### src/rtl/seg_scroll_ctrl.sv
// Message buffer, right-to-left scroll sequencer and digit-scan controller for a multiplexed 7-segment bank.
// Optional SEG_SCROLL_LOOP_EN: repeat the message forever instead of returning to IDLE after one pass.
module seg_scroll_ctrl #(
  parameter int NUM_DIGITS    = 4,
  parameter int MSG_DEPTH     = 16,
  parameter int SCAN_DIV      = 50000,
  parameter int SCROLL_FRAMES = 25
) (
  input  logic                  clk,
  input  logic                  rst_n,
  input  logic [7:0]            in_char,
  input  logic                  in_valid,
  output logic                  in_ready,
  input  logic                  msg_end,
  input  logic                  clear,
  output logic [7:0]            disp_char,
  output logic [NUM_DIGITS-1:0] digit_an,
  output logic                  busy
);

  localparam int LW = $clog2(MSG_DEPTH + 1);
  localparam int IW = (MSG_DEPTH > 1) ? $clog2(MSG_DEPTH) : 1;
  localparam int OW = $clog2(MSG_DEPTH + NUM_DIGITS + 1);
  localparam int PW = OW + 1;
  localparam int DW = (NUM_DIGITS > 1) ? $clog2(NUM_DIGITS) : 1;
  localparam int SW = (SCAN_DIV > 1) ? $clog2(SCAN_DIV) : 1;
  localparam int FW = (SCROLL_FRAMES > 1) ? $clog2(SCROLL_FRAMES) : 1;

  typedef enum logic [1:0] {IDLE, LOAD, SCROLL} state_t;

  state_t        state, state_next;
  logic [LW-1:0] len, len_next;
  logic [OW-1:0] offset, offset_next;
  logic [7:0]    msg_buf [MSG_DEPTH];

  logic [SW-1:0] scan_cnt;
  logic [DW-1:0] digit_idx;
  logic [FW-1:0] frame_cnt;
  logic          scan_wrap, digit_wrap, step;
  logic          xfer, pass_done;
  logic [PW-1:0] pos_sum, pos;
  logic [7:0]    sel_char;

  assign scan_wrap  = (scan_cnt == SW'(SCAN_DIV - 1));
  assign digit_wrap = scan_wrap && (digit_idx == DW'(NUM_DIGITS - 1));
  assign step       = digit_wrap && (frame_cnt == FW'(SCROLL_FRAMES - 1));

  assign in_ready  = (state != SCROLL) && (len < LW'(MSG_DEPTH));
  assign xfer      = in_valid && in_ready && !clear;
  assign pass_done = (PW'(offset) + PW'(1)) == (PW'(len) + PW'(NUM_DIGITS));

  // Scan timing free-runs in every state so the display never stalls.
  always_ff @(posedge clk or negedge rst_n) begin
    if (!rst_n) begin
      scan_cnt  <= '0;
      digit_idx <= '0;
      frame_cnt <= '0;
    end else if (scan_wrap) begin
      scan_cnt  <= '0;
      digit_idx <= digit_wrap ? '0 : digit_idx + DW'(1);
      if (digit_wrap)
        frame_cnt <= step ? '0 : frame_cnt + FW'(1);
    end else begin
      scan_cnt <= scan_cnt + SW'(1);
    end
  end

  always_ff @(posedge clk or negedge rst_n) begin
    if (!rst_n) begin
      state  <= IDLE;
      len    <= '0;
      offset <= '0;
    end else begin
      state  <= state_next;
      len    <= len_next;
      offset <= offset_next;
    end
  end

  always_comb begin
    state_next  = state;
    len_next    = len;
    offset_next = offset;
    if (clear) begin
      state_next  = IDLE;
      len_next    = '0;
      offset_next = '0;
    end else if (xfer) begin
      len_next = len + LW'(1);
      if (msg_end || (len_next == LW'(MSG_DEPTH))) begin
        state_next  = SCROLL;
        offset_next = '0;
      end else begin
        state_next = LOAD;
      end
    end else if ((state == SCROLL) && step) begin
      if (pass_done) begin
`ifdef SEG_SCROLL_LOOP_EN
        offset_next = '0;
`else
        state_next  = IDLE;
        len_next    = '0;
        offset_next = '0;
`endif
      end else begin
        offset_next = offset + OW'(1);
      end
    end
  end

  always_ff @(posedge clk) begin
    if (xfer)
      msg_buf[len[IW-1:0]] <= in_char;
  end

  // Digit i shows message position offset + i - NUM_DIGITS; kept unsigned by testing the sum first.
  always_comb begin
    pos_sum  = PW'(offset) + PW'(digit_idx);
    pos      = pos_sum - PW'(NUM_DIGITS);
    sel_char = 8'h20;
    if ((state == SCROLL) && (pos_sum >= PW'(NUM_DIGITS)) && (pos < PW'(len)))
      sel_char = msg_buf[pos[IW-1:0]];
  end

  always_ff @(posedge clk or negedge rst_n) begin
    if (!rst_n) begin
      digit_an  <= '1;
      disp_char <= 8'h20;
      busy      <= 1'b0;
    end else begin
      digit_an  <= ~(NUM_DIGITS'(1) << digit_idx);
      disp_char <= sel_char;
      busy      <= (state_next == SCROLL);
    end
  end

endmodule

### config.mk
export PLATFORM = sky130hd
export DESIGN_NAME = seg_scroll_ctrl
export DESIGN_NICKNAME = d
export VERILOG_FILES = /design/src/rtl/seg_scroll_ctrl.sv
export SDC_FILE = /design/constraint.sdc
export NUM_CORES = 1
export LEC_CHECK = 0
export ABC_CLOCK_PERIOD_IN_PS = 3900
export BUFFER_PORTS_ARGS = -buffer_cell sky130_fd_sc_hd__buf_2
export CORE_AREA = 2 2 177 92
export DETAILED_ROUTE_END_ITERATION = 6
export DIE_AREA = 0 0 179 94
export PLACE_DENSITY_LB_ADDON = 0.1
export RECOVER_POWER = 50
export SLEW_MARGIN = 40
export SYNTH_ARGS = -nofsm -noshare
export SYNTH_HDL_FRONTEND = slang
export SYNTH_SLANG_ARGS = --single-unit
### constraint.sdc
create_clock -name clk -period 3.9 [get_ports clk]
set_input_delay 0.585 -clock clk [delete_from_list [all_inputs] [get_ports clk]]
set_output_delay 0.585 -clock clk [all_outputs]
set_load 0.005 [all_outputs]
## Yosys cells after proc, flatten, opt, wreduce, memory -nomap -nowiden

Memory sizes are Yosys's and may differ from the RTL's.
Cells that the tools add are included.

- Output and inout bits: 14
- Memories kept: 1
- Flip-flop bits (word level): 48
- Bits of input ports: 13
- RAM bits: 128

Memory list:

| memory | words | bits a word | read ports | clocked after Yosys merged registers in | write ports | line | RTL |
|---|---|---|---|---|---|---|---|
| msg_buf | 16 | 8 | 1 | 0 | 1 | 34 | `logic [7:0] msg_buf [MSG_DEPTH];` |

- Reduce and logical (&&, ||, !) cells: 15
- $lt $le $gt $ge: 3
- $add $sub $neg: 9
- Equality and inequality tests: 9
- Muxes and demuxes: 20
- Bitwise logic cells: 1
- Shift operators: 1

Operator list:

| cell | count |
|---|---|
| two-way mux 5 bit | 10 |
| adder 16 x 1 -> 16 bit (second input constant) | 1 |
| == test 16 bit (second input constant) | 1 |
| two-way mux 16 bit | 1 |
| adder 5 x 1 -> 5 bit (second input constant) | 3 |
| two-way mux 2 bit | 6 |
| == test 5 bit (second input constant) | 2 |
| logical AND 1 bit | 8 |
| two-way mux 8 bit | 1 |
| adder 5 x 1 -> 6 bit (second input constant) | 1 |
| adder 5 x 2 -> 6 bit | 1 |
| adder 5 x 3 -> 6 bit (second input constant) | 1 |
| == test 2 bit (second input constant) | 3 |
| == test 6 bit | 1 |
| >= comparator 6 x 3 -> 1 bit (second input constant) | 1 |
| less-than comparator 6 x 5 -> 1 bit | 1 |
| AND reduction 2 bit | 3 |
| nonzero test 3 bit | 2 |
| subtractor 6 x 3 -> 6 bit (second input constant) | 1 |
| less-than comparator 5 bit (second input constant) | 1 |
| NOT 4 bit | 1 |
| left shift 1 x 2 -> 4 bit (first input constant) | 1 |
| != test 3 x 2 -> 1 bit (second input constant) | 1 |
| adder 2 x 1 -> 2 bit (second input constant) | 1 |
| 4 further kinds | 5 |

## Depth between registers and ports, before layout

- Word-level depth: 8
- Gate-level depth with buffers: 10
- Gate-level depth less buffers: 10

## Worst setup path before layout

Ideal clock, no wire load.

- Kind: flip-flop to flip-flop
- From: reg offset[0]
- To: reg disp_char[0]
- Cell stages (with the launch flop): 9
- Library setup time: 67 ps
- Period minus slack after synthesis: 2,860 ps
- Required time: 3,833 ps
- Data arrival time: 2,794 ps
- Slack: 1,040 ps
- Buffers on the path: 0
- Cells stage by stage: dfrtp_1 > ha_1 > fa_1 > xnor2_2 > ha_1 > a21o_1 > a21o_1 > a21oi_1 > and2_1

- Word-level cells in the longest chain between the ends: 5
- Elaborated cells on any way between the ends: 8
- Classes of those cells: add/sub: 2; order compare: 2; mux: 1; reduce/logical: 2; memory: 1

Ends and longest elaborated chain:

| item | line | RTL |
|---|---|---|
| start: declaration | 33 | `logic [OW-1:0] offset, offset_next;` |
| start signal: assignment | 76 | `offset <= offset_next;` |
| adder 5 x 2 -> 6 bit (*) | 118 | `pos_sum = PW'(offset) + PW'(digit_idx);` |
| subtractor 6 x 3 -> 6 bit / >= comparator 6 x 3 -> 1 bit (equally long branches) | 119, 121 |  |
| less-than comparator 6 x 5 -> 1 bit / logical AND 1 bit (equally long branches) | 121 | `if ((state == SCROLL) && (pos_sum >= PW'(NUM_DIGITS)) && (pos < PW'(len)))` |
| logical AND 1 bit | 121 |  |
| two-way mux 8 bit (*) | 121 |  |
| via sel_char[0] | 42 | `logic [7:0] sel_char;` |
| end signal: assignment | 132 | `disp_char <= sel_char;` |
| end: declaration | 16 | `output logic [7:0] disp_char,` |

Mark *: on every way through the listed nets, which the timed path passes. The rest lies on a longest branch.
A chain may end at the register's enable or synchronous reset.

## Final worst setup path

- From: reg offset[0]
- To: reg disp_char[2]

Same word-level chain as after synthesis.

==> results.toml <==
[sta]
setup_tns_ns = 0
min_period_ns = 2.921
fin_crit_sh = 0.7489
tightest_slew_ns = 2.713
worst_slack_ns = 0.9794
drv_slew = 49
clock_skew_ns = 0.01142
timing.hold.ws_ns = 0.4200
relSlewSlack = -0.8090
hold_viol = 0
rsz0062_at_grt = "false"
setup_violations = 0
fmax_ghz = 0.3424

[floorplan]
core_area_mm2 = 0.01517
initial_core_util = 0.4967
pin_count = 27
die_y_um = 94
dieArea_mm2 = 0.01683
die_width_um = 179
rows = 32

[cts]
cts_buffer_depth = 2
cts_hold_repair.buffers = 0
clock-sinks = 176
clkLatencyLatePin_ns = 0.42
post_cts_buffers = 0
cts_buffers = 17
cts_max_level = 4
cts_tree = "built"
root_buffer = "clkbuf_16"
path_clk_slew_ns = 0.07
cts_resized = 0

[cells_and_area]
final_core_util = 0.5601
syn_to_final_growth_pct = 12.77
layout-drive-gt1-share = 0.2165
fill_cells = 1203
n_antenna_cell = 0
stdcell_count = 712
finalNetCount = 531

[detailed_routing]
postRouteAntennaNets = 0
vias = 3879
vias_per_cell = 5.448
wl_per_cell_um = 21.55
route.final.wire_length_mm = 15.34
dr.pass1.iters = 4
remaining_drc_errors = 0
drt_iter0_markers = 359

[synth]
synthFlopType = "edfxtp_1"
netlist_area_mm2 = 0.007537
synth_nets = 490
yosys_register_bits = 176
synth_cell_types = 49
ys_top_cells_by_area = "edfxtp_1 51%, dfrtp_1 14%, mux4_2 12%"
synth_edf_count = 128
synth_area_leader_cell = "edfxtp_1"
synthArstFlopShare = 0.2727
yosysWarnings = 0
synth_top_area_share = 0.5100
syn_avg_cell_area_um2 = 16.60
synth_common_cells = "128 x edfxtp_1, 43 x dfrtp_1, 40 x mux4_2"
synth_most_common_cell = "edfxtp_1"
synth.yosys.seq_area_share = 0.6702
syn_inst = 454

[run_status]
violations = "max-capacitance violations, max-slew violations"
status = "finished with violations"

[critical_path]
worstSetupPathType = "register to register"
cp.required_ns = 4.21
worstPathArrival_ns = 3.23
worst-path-max-fanout = 22
endpoint_kind = "register"
crit_path_start_kind = "register"

[worst_hold_path]
min_path_type = "input pin to register"

[placement]
dp.cells = 680
dp_hpwl_mm = 9.438
routabilityCongestion = 0.7268
dp_slack_ns = 1.008
portBuffers = 26

[global_route]
antenna_found_initial = 0
grt.overflow.total = 0
grt_start_max_net_pins = 49
grt_pass1_wl_mm = 23.91
track_usage = 0.2019
first_global_vias = 4051

[power]
p_leak_nw = 3.120
powerDensity_mw_per_mm2 = 447.4
ir_drop_mv = 0.3132

[job]
cap_violations = 1
area by class of cell:
cell class                      count  area, um2  area share
Clock buffer                       19      432.9     0.05093
Clock inverter                     13      133.9     0.01575
Inverter                           14      52.55    0.006183
Multi-Input combinational cell    251       2390      0.2812
Sequential cell                   176       5051      0.5943
Tap cell                          204      255.2     0.03003
Timing Repair Buffer               35      183.9     0.02164
cells by family after synthesis:
| logic type | count (synthesis) | share of synthesized area |
|---|---|---|
| buffers and inverters | 27 | 0.01361 |
| flip-flops | 176 | 0.6702 |
| XOR/XNOR | 29 | 0.03469 |
| adder cells (fa/ha/maj) | 23 | 0.03918 |
| multiplexers | 42 | 0.1223 |
| AND/OR/NAND/NOR | 119 | 0.08682 |
| AO/OA/AOI/OAI | 38 | 0.03320 |
through the flow:
stage | cell area, um2 | total power [W]
4_1_cts | 8511 | 0.003842
6_report | 8499 | 0.003803
3_5_place_dp | 7944 | 0.002209
3_3_place_gp | 7943 | 0.002207
2_1_floorplan | 7537 | 0.002146
5_1_grt | 8499 | 0.003936
per-layer routing:
metal | global-route usage | up-vias | part of all wire
li1 | - | 1823 | -
met1 | 0.2833 | 1972 | 0.45
met2 | 0.3228 | 74 | 0.48
met3 | 0.04126 | 10 | 0.058
met4 | 0.05827 | 0 | 0.0073
met5 | 0 | - | 0
power breakdown:
group          internal [W]  total (W)  switching (W)
logic             0.0000400   0.000122      0.0000817
registers           0.00203    0.00205      0.0000154
clock network      0.000896    0.00164       0.000740
state kept, by name, summed over array words and instances (netlist names):
signal / cells
msg_buf: 128
scan_cnt: 16
disp_char: 8
frame_cnt: 5
len: 5
offset: 5
digit_an: 4
digit_idx: 2
state: 2
busy: 1
layout by cell type, fill, tap and decap left out, types with 4 or more instances in the layout:
cell and count:
and3_1 20, nor3_1 4, nor2b_1 6, clkbuf_16 17
nand4_1 4, inv_1 14, buf_4 8, nand2_1 17
nand2b_1 4, edfxtp_1 128, nor2_1 24, and2_1 9
a21o_1 6, xnor2_1 12, dfstp_2 5, buf_2 18
a21oi_1 6, ha_1 21, nand3_1 16, dfrtp_1 43
mux4_2 40, nor3b_1 4, xor2_1 16, o21ai_0 8
clkbuf_1 11
critical path, stage by stage, from the launching register on:
cell	delay, ns
dfrtp_1	0.46
ha_2	0.23
fa_1	0.49
buf_4	0.22
buf_4	0.36
mux4_2	0.37
mux4_2	0.50
and2_1	0.17
path summary, 6_finish.rpt:
kind | start | slack, ns | end | depth (start not counted)
min in group asynchronous | rst_n | 1.13 | scan_cnt[9]$_DFF_PN0_ | 2
min | clear | 0.42 | state[0]$_DFF_PN0_ | 2
max | offset[0]$_DFFE_PN0P_ | 0.98 | disp_char[2]$_DFF_PN0_ | 7
max in group asynchronous | rst_n | 1.25 | scan_cnt[14]$_DFF_PN0_ | 2
max reg2reg | offset[0]$_DFFE_PN0P_ | 0.98 | disp_char[2]$_DFF_PN0_ | 7
min reg2reg | scan_cnt[0]$_DFF_PN0_ | 0.50 | scan_cnt[0]$_DFF_PN0_ | 1
(Power assumes the default switching activity.)
